File: src/rtl/axi4_bresp_scheduler.sv
// rtl/axi4_bresp_scheduler.sv - age-ordered AXI4 write-response queue with in-order/OOO/QoS B-channel scheduling
module axi4_bresp_scheduler #(
    parameter int ID_WIDTH  = 4,
    parameter int DEPTH     = 8,
    parameter int QOS_WIDTH = 4,
    localparam int CW       = $clog2(DEPTH + 1),
    localparam int IW       = $clog2(DEPTH)
) (
    input  logic                 aclk,
    input  logic                 aresetn,
    input  logic [1:0]           resp_mode,
    input  logic [1:0]           qos_mode,
    input  logic                 push_valid,
    output logic                 push_ready,
    input  logic [ID_WIDTH-1:0]  push_id,
    input  logic [1:0]           push_resp,
    input  logic [QOS_WIDTH-1:0] push_qos,
    output logic                 bvalid,
    input  logic                 bready,
    output logic [ID_WIDTH-1:0]  bid,
    output logic [1:0]           bresp,
    output logic [CW-1:0]        occupancy
);

    // Slot 0 is the oldest entry; slots at or above count are don't-care.
    logic [ID_WIDTH-1:0]  q_id   [DEPTH];
    logic [1:0]           q_resp [DEPTH];
    logic [QOS_WIDTH-1:0] q_qos  [DEPTH];
    logic [CW-1:0]        count;

    logic [DEPTH-1:0]     eligible;
    logic [IW-1:0]        sel_idx;
    logic [IW-1:0]        wr_idx;
    logic                 found;
    logic                 better;
    logic [QOS_WIDTH-1:0] best_qos;
    logic [ID_WIDTH-1:0]  best_id;
    logic                 ooo_on;
    logic                 qos_on;
    logic                 do_load;
    logic                 do_push;

    assign ooo_on     = (resp_mode == 2'b10) || (resp_mode == 2'b11);
    assign qos_on     = (qos_mode == 2'b10) || (qos_mode == 2'b11);
    assign push_ready = (count < CW'(DEPTH));
    assign do_push    = push_valid && push_ready;
    assign do_load    = (count != '0) && (!bvalid || bready);
    assign wr_idx     = IW'(count - CW'(do_load));
    assign occupancy  = count;

    // Only the oldest entry of each ID may be issued, keeping same-ID responses in order.
    always_comb begin
        eligible = '0;
        for (int i = 0; i < DEPTH; i++) begin
            eligible[i] = (CW'(i) < count);
            for (int j = 0; j < i; j++) begin
                if (q_id[j] == q_id[i]) begin
                    eligible[i] = 1'b0;
                end
            end
        end
    end

    // Eligible IDs are unique, so the lowest-ID tie-break is always decisive.
    always_comb begin
        sel_idx  = '0;
        found    = 1'b0;
        better   = 1'b0;
        best_qos = '0;
        best_id  = '0;
        if (ooo_on) begin
            for (int i = 0; i < DEPTH; i++) begin
                if (eligible[i]) begin
                    if (!found) begin
                        better = 1'b1;
                    end else if (qos_on) begin
                        better = (q_qos[i] > best_qos) ||
                                 ((q_qos[i] == best_qos) && (q_id[i] < best_id));
                    end else begin
                        better = (q_id[i] < best_id);
                    end
                    if (better) begin
                        found    = 1'b1;
                        sel_idx  = IW'(i);
                        best_qos = q_qos[i];
                        best_id  = q_id[i];
                    end
                end
            end
        end
    end

    always_ff @(posedge aclk or negedge aresetn) begin
        if (!aresetn) begin
            count  <= '0;
            bvalid <= 1'b0;
            bid    <= '0;
            bresp  <= '0;
            for (int i = 0; i < DEPTH; i++) begin
                q_id[i]   <= '0;
                q_resp[i] <= '0;
                q_qos[i]  <= '0;
            end
        end else begin
            if (do_load) begin
                for (int i = 0; i < DEPTH - 1; i++) begin
                    if (IW'(i) >= sel_idx) begin
                        q_id[i]   <= q_id[i+1];
                        q_resp[i] <= q_resp[i+1];
                        q_qos[i]  <= q_qos[i+1];
                    end
                end
            end
            // Append lands after the collapse so it targets the post-removal tail.
            if (do_push) begin
                q_id[wr_idx]   <= push_id;
                q_resp[wr_idx] <= push_resp;
                q_qos[wr_idx]  <= push_qos;
            end

            if (do_load) begin
                bvalid <= 1'b1;
                bid    <= q_id[sel_idx];
                bresp  <= q_resp[sel_idx];
            end else if (bready) begin
                bvalid <= 1'b0;
            end

            case ({do_push, do_load})
                2'b10:   count <= count + 1'b1;
                2'b01:   count <= count - 1'b1;
                default: count <= count;
            endcase
        end
    end

endmodule

File: config.mk
export PLATFORM = sky130hd
export DESIGN_NAME = axi4_bresp_scheduler
export DESIGN_NICKNAME = d
export VERILOG_FILES = /design/src/rtl/axi4_bresp_scheduler.sv
export SDC_FILE = /design/constraint.sdc
export NUM_CORES = 1
export LEC_CHECK = 0
export BUFFER_PORTS_ARGS = -buffer_cell sky130_fd_sc_hd__buf_2
export CORE_ASPECT_RATIO = 0.5
export CORE_MARGIN = 2
export CORE_UTILIZATION = 25
export CTS_CLUSTER_DIAMETER = 200
export CTS_CLUSTER_SIZE = 14
export DETAILED_ROUTE_END_ITERATION = 8
export HOLD_SLACK_MARGIN = 0.05
export PLACE_DENSITY = 0.36
export SYNTH_ARGS = -nofsm -noshare
export SYNTH_HDL_FRONTEND = slang
export SYNTH_SLANG_ARGS = --single-unit
File: constraint.sdc
create_clock -name aclk -period 17.2 [get_ports aclk]
set_input_delay 4.3 -clock aclk [delete_from_list [all_inputs] [get_ports aclk]]
set_output_delay 4.3 -clock aclk [all_outputs]
set_load 0.1 [all_outputs]
== Word-level counts from Yosys, hierarchy flattened ==
Index checks and enable logic that the tools add are counted.

* Equal/unequal tests: 41
* Reduce and logical (&&, ||, !) cells: 24
* Add/subtract/negate cells: 3
* Bitwise operators: 2
* Multiplexer cells: 180
* Magnitude comparators: 33

{| class="wikitable"
|+ Operator list
! operator !! count
|-
| two-way mux 4 bit || 59
|-
| == test 4 bit || 35
|-
| two-way mux 1 bit || 83
|-
| bitwise mux 32 bit || 2
|-
| two-way mux 32 bit || 2
|-
| two-way mux 28 bit || 2
|-
| two-way mux 3 bit || 14
|-
| greater-than comparator 4 bit || 7
|-
| less-than comparator 4 bit || 7
|-
| two-way mux 2 bit || 10
|-
| bitwise mux 16 bit || 1
|-
| less-than comparator 3 x 4 -> 1 bit (first input constant) || 4
|-
| two-way mux 16 bit || 1
|-
| two-way mux 14 bit || 1
|-
| binary-select mux 4 bit (select 3 bit) || 1
|-
| demux 4 bit (select 3 bit) || 1
|-
| == test 2 bit (second input constant) || 5
|-
| logical AND 1 bit || 10
|-
| logical OR 1 bit || 10
|-
| greater-or-equal comparator 3 bit (first input constant) || 3
|-
| greater-or-equal comparator 4 bit (second input constant) || 2
|-
| less-than comparator 1 x 4 -> 1 bit (first input constant) || 2
|-
| less-than comparator 2 x 4 -> 1 bit (first input constant) || 2
|-
| inverter 3 -> 4 bit || 2
|-
| other kinds (14) || 17
|}

* Output and inout bits: 12
* Bits of input ports: 18
* Word-level logic and storage cells: 311
* Flip-flop bits (word level): 91

== Logic depth before layout (Yosys ltp) ==
* Depth in word-level cells: 81
* Gate-level depth with buffers: 74
* Mapped depth without buffers: 68

== Worst setup path after synthesis ==
Ideal clock, no wire load.

* Kind: input port to flip-flop
* Start: input port qos_mode[1]
* End: register q_id[28] (netlist bit)
* Library setup time: 132 ps
* Buffers on the path: 6
* Cell stages on the path: 64
* Data arrival time: 17356 ps
* Slack: -288 ps
* Data required time: 17068 ps
* Cells stage by stage: buf_4 -> nand2_1 -> o311ai_0 -> nor2_1 -> clkbuf_1 -> o21ai_0 -> inv_1 -> ha_1 -> a211o_1 -> a21oi_1 -> o211ai_1 -> a41oi_2 -> mux2_2 -> ha_1 -> nand4_1 -> a221oi_1 -> o311ai_2 -> o21ai_2 -> [28 not listed] -> clkbuf_1 -> clkbuf_1 -> nor2_1 -> a21oi_1 -> ha_1 -> nor2b_1 -> o21a_1 -> o21a_1 -> o21a_1 -> o31ai_1 -> a21o_1 -> a31oi_1 -> nor4b_2 -> o21ai_1 -> nor3_1 -> buf_4 -> mux2i_1 -> o21ai_1

* Word-level cells in the longest chain between the ends: 74
* Elaborated cells between the ends (all ways): 136
* Classes of those cells: order compare: 13; eq/ne: 8; mux: 102; reduce/logical: 13

{| class="wikitable"
|+ RTL lines
! what !! RTL line !! source
|-
| from (decl) || 12 || <nowiki>input logic [1:0] qos_mode,</nowiki>
|-
| == test 2 bit || 44 || <nowiki>assign qos_on = (qos_mode == 2'b10) || (qos_mode == 2'b11);</nowiki>
|-
| logical OR 1 bit * || 44 ||
|-
| two-way mux 1 bit || 76 || <nowiki>end else if (qos_on) begin</nowiki>
|-
| two-way mux 1 bit || 74 || <nowiki>if (!found) begin</nowiki>
|-
| two-way mux 1 bit || 73 || <nowiki>if (eligible[i]) begin</nowiki>
|-
| two-way mux 1 bit || 71 || <nowiki>if (ooo_on) begin</nowiki>
|-
| two-way mux 4 bit || 82 || <nowiki>if (better) begin</nowiki>
|-
| two-way mux 4 bit || 73 ||
|-
| [58 not listed] || - ||
|-
| two-way mux 3 bit || 82 ||
|-
| two-way mux 3 bit * || 73 ||
|-
| two-way mux 3 bit * || 71 ||
|-
| greater-or-equal comparator 1 x 3 -> 1 bit * || 107 || <nowiki>if (IW'(i) >= sel_idx) begin</nowiki>
|-
| two-way mux 4 bit * || 107 ||
|-
| two-way mux 28 bit * || 105 || <nowiki>if (do_load) begin</nowiki>
|-
| bitwise mux 32 bit || 116 || <nowiki>q_id[wr_idx] <= push_id;</nowiki>
|-
| two-way mux 32 bit * || 115 || <nowiki>if (do_push) begin</nowiki>
|-
| to (signal, indexed assignment) || 108 || <nowiki>q_id[i] <= q_id[i+1];</nowiki>
|-
| to (signal, indexed assignment) || 116 ||
|-
| to (decl) || 26 || <nowiki>logic [ID_WIDTH-1:0] q_id [DEPTH];</nowiki>
|}

Mark *: on every way between the ends. The rest lies on a longest branch, timed or not. The select of a mux whose other input is x is not followed.
A chain may end at the register's enable or synchronous reset.

== Worst setup path in the final report ==
* Start: input port qos_mode[1]
* End: register q_id[22] (netlist bit)

* Word-level cells in the longest chain between the ends: 74
* Elaborated cells between the ends (all ways): 136
* Classes of those cells: order compare: 13; eq/ne: 8; mux: 102; reduce/logical: 13

{| class="wikitable"
|+ RTL lines
! what !! RTL line
|-
| == test 2 bit || 44
|-
| logical OR 1 bit * || 44
|-
| two-way mux 1 bit || 76
|-
| two-way mux 1 bit || 74
|-
| two-way mux 1 bit || 73
|-
| two-way mux 1 bit || 71
|-
| two-way mux 4 bit || 82
|-
| two-way mux 4 bit || 73
|-
| [58 not listed] || -
|-
| two-way mux 3 bit || 82
|-
| two-way mux 3 bit * || 73
|-
| two-way mux 3 bit * || 71
|-
| greater-or-equal comparator 2 x 3 -> 1 bit * || 107
|-
| two-way mux 4 bit * || 107
|-
| two-way mux 28 bit * || 105
|-
| bitwise mux 32 bit || 116
|-
| two-way mux 32 bit * || 115
|}

Marks and branches as above.

==> results.md <==
- Status: completed
- Top FF cell, synth: dfrtp_1
- Cell taking the most area after synthesis: dfrtp_1
- #FFs+latches synth: 91
- Slew @ Worst Pin: 1.20 ns
- Worst path most repeated cell: buf_4
- Number of flops mapped to enable cells by yosys: 0
- CP endpoint kind: flop
- Via count: 7658
- Distinct cells, synth: 78
- # DRC: 0
- Clock latency on the worst-skew pair: 0.38 ns
- Worst-path maximum fanout: 10
- Syn Inst Count: 985
- Initial antenna violation count: 0
- Crit path time final: 16.61 ns
- Max Slew Vio Count: 0
- Seq/Total Area, Yosys: 26.8%
- Share of cells above drive strength 1: 26.9%
- Buffers on Ports: 27
- Ys async rst share: 100%
- CTS max path bufs: 2
- # diodes: 0
- Final setup viols: 0
- Grt total ovfl: 0
- Avg Synthesized Cell Area: 8.63 µm²
- Commonest non-fill, non-tap cell in the layout: buf_4
- Area grow syn2layout: 26.2%
- Ys Warns: 0
- Synth area leaders: dfrtp_1 (27%), mux2i_1 (8.7%), ha_1 (8.1%)
- Hold WS: 0.520 ns
- Crit share post-route: 96.5%
- Clock Skews: 0.0115 ns
- Req. time, crit path: 17.41 ns
- Starting Density: 25.5%
- IO Count: 30
- Vias in the first global route: 7214
- Worst hold path type: flop to flop
- Initial drt markers: 574
- Reg clk slew, reported paths: 0.08 ns
- Total track usage: 17.7%
- DIE AREA: 35600 µm²
- Pin count of the biggest net entering global routing: 63
- Cts hold-fix bufs: 0
- Crit start category: input pin
- Max Clk Rate: 60.2 MHz
- Final WL: 31600 µm
- Number of routed nets with antenna violations: 0
- Post-Syn Nets: 1058
- Fin nets: 1159
- Site Rows: 47
- Yosys top cell area share: 26.8%
- RePlAce Congestion: 0.837
- DPL Wire Length: 22800 µm
- Worst path slowest cell: a221oi_2
- CP peak stage delay: 0.41 ns
- Most frequent cells in the layout: buf_4 (128), nand2_1 (112), dfrtp_1 (91), xor2_1 (70), mux2i_1 (67)
- CTS Root Cell: clkbuf_16
- H-tree levels: 3
- Fill cells: 3464
- Critical Path AT: 16.82 ns
- Via density: 5.00
- CTS tree: yes
- Routed WL per cell: 20.6 µm
- Crit Path Category: input pin to flop
- Core box area: 33300 µm²
- Final hold violation count: 0
- Die Y: 134 µm
- Max_cap viols: 0
- First-pass GRT wire length: 46800 µm
- TritonRoute pass-1 iters: 5
- Relative slew slack: 19.4%
- Synth Cell Area: 8500 µm²
- TritonCTS buffer count: 9
- Sink Count: 91
- Die width: 265 µm
layer usage:
metal	GRT usage, %	wire (µm)	vias to the layer above
met4	3.74	367	0
met2	26.2	13500	158
met1	26.9	16400	3777
met5	0	0	-
li1	-	-	3704
met3	2.63	1310	19
stage by stage:
step           utilization [%]  cell area, µm²  setup TNS (ns)  instances  setup WS (ns)
2_1_floorplan                -            8530               0        985        0.00960
3_3_place_gp              29.4            9770          -35.34       1494         -0.648
3_5_place_dp              29.4            9770          -39.46       1494         -0.700
4_1_cts                   30.4           10100               0       1512         0.0110
5_1_grt                   32.2           10700          -0.322       1532        -0.0436
6_report                  32.2           10700               0       1532          0.595
Yosys cell counts (3+ instances only):
cell type,instances
nand2_1,114
dfrtp_1,91
mux2i_1,74
xor2_1,70
nor2_1,65
o21ai_0,61
ha_1,55
xnor2_1,48
a21oi_1,46
inv_1,44
clkbuf_1,27
mux2_2,25
buf_4,21
nor4_1,17
nand4_1,16
o21ai_1,15
nor3_1,14
buf_1,12
buf_2,12
nand2b_1,10
nand3_1,10
a31oi_1,9
o211ai_1,8
a21o_1,6
a221oi_1,6
o21a_1,6
a41oi_1,5
buf_6,5
nor2b_1,5
o311a_1,5
and2_1,4
nor3b_1,4
a211oi_1,3
a22oi_1,3
a311oi_1,3
a41oi_2,3
mux2_1,3
nand3b_1,3
o21bai_1,3
o311ai_1,3
o31ai_1,3
worst max-delay path, delay by kind of cell:
kind                     cells  cell delay [ns]
AO/OA/AOI/OAI               29             5.20
AND/OR/NAND/NOR             18             2.75
adder cells (fa/ha/maj)      6             1.78
buffers and inverters       12             1.69
multiplexers                 4             1.10
area by class of cell:
cell class | count | area (µm²) | share of cell area [%]
Multi-Input combinational cell | 772 | 6150 | 57.4
Sequential cell | 91 | 2280 | 21.2
Timing Repair Buffer | 167 | 1270 | 11.9
Tap cell | 441 | 552 | 5.14
Clock buffer | 9 | 225 | 2.10
Inverter | 45 | 169 | 1.57
Clock inverter | 7 | 76.3 | 0.712
kinds of logic (layout without fill, tap and decap cells):
family,Yosys count,in the layout,share of synthesized area (%)
xor gates and xnor gates,118,118,12.2
AOI/OAI and AO/OA,221,222,18.1
adders and majority gates,55,55,8.09
muxes,102,102,12.4
buffers and inverters,123,228,7.02
and+or+nand+nor,275,275,15.4
DFF,91,91,26.8
worst paths after layout:
| path | depth (start not counted) | from | end | slack, ns |
|---|---|---|---|---|
| setup / recovery | 69 | qos_mode[1] | q_id[22] | 0.59 |
| hold / removal | 1 | flop | flop | 0.52 |
| setup reg to reg | 73 | occupancy[1] | q_id[22] | 2.35 |
| hold reg to reg | 1 | flop | flop | 0.52 |
| max in group asynchronous | 2 | aresetn | q_qos[23] | 12.09 |
| min in group asynchronous | 1 | aresetn | q_qos[12] | 3.85 |
repair_timing:
action	in CTS	in global routing
gates cloned	0	1
endpoints found under the setup margin	76	76
pin swaps	3	39
hold endpoints to repair	0	0
setup buffers	2	19
resized for setup	14	88
Power is not shown: default switching activity piles up to over one toggle a cycle in this logic, so the estimate is an artifact.
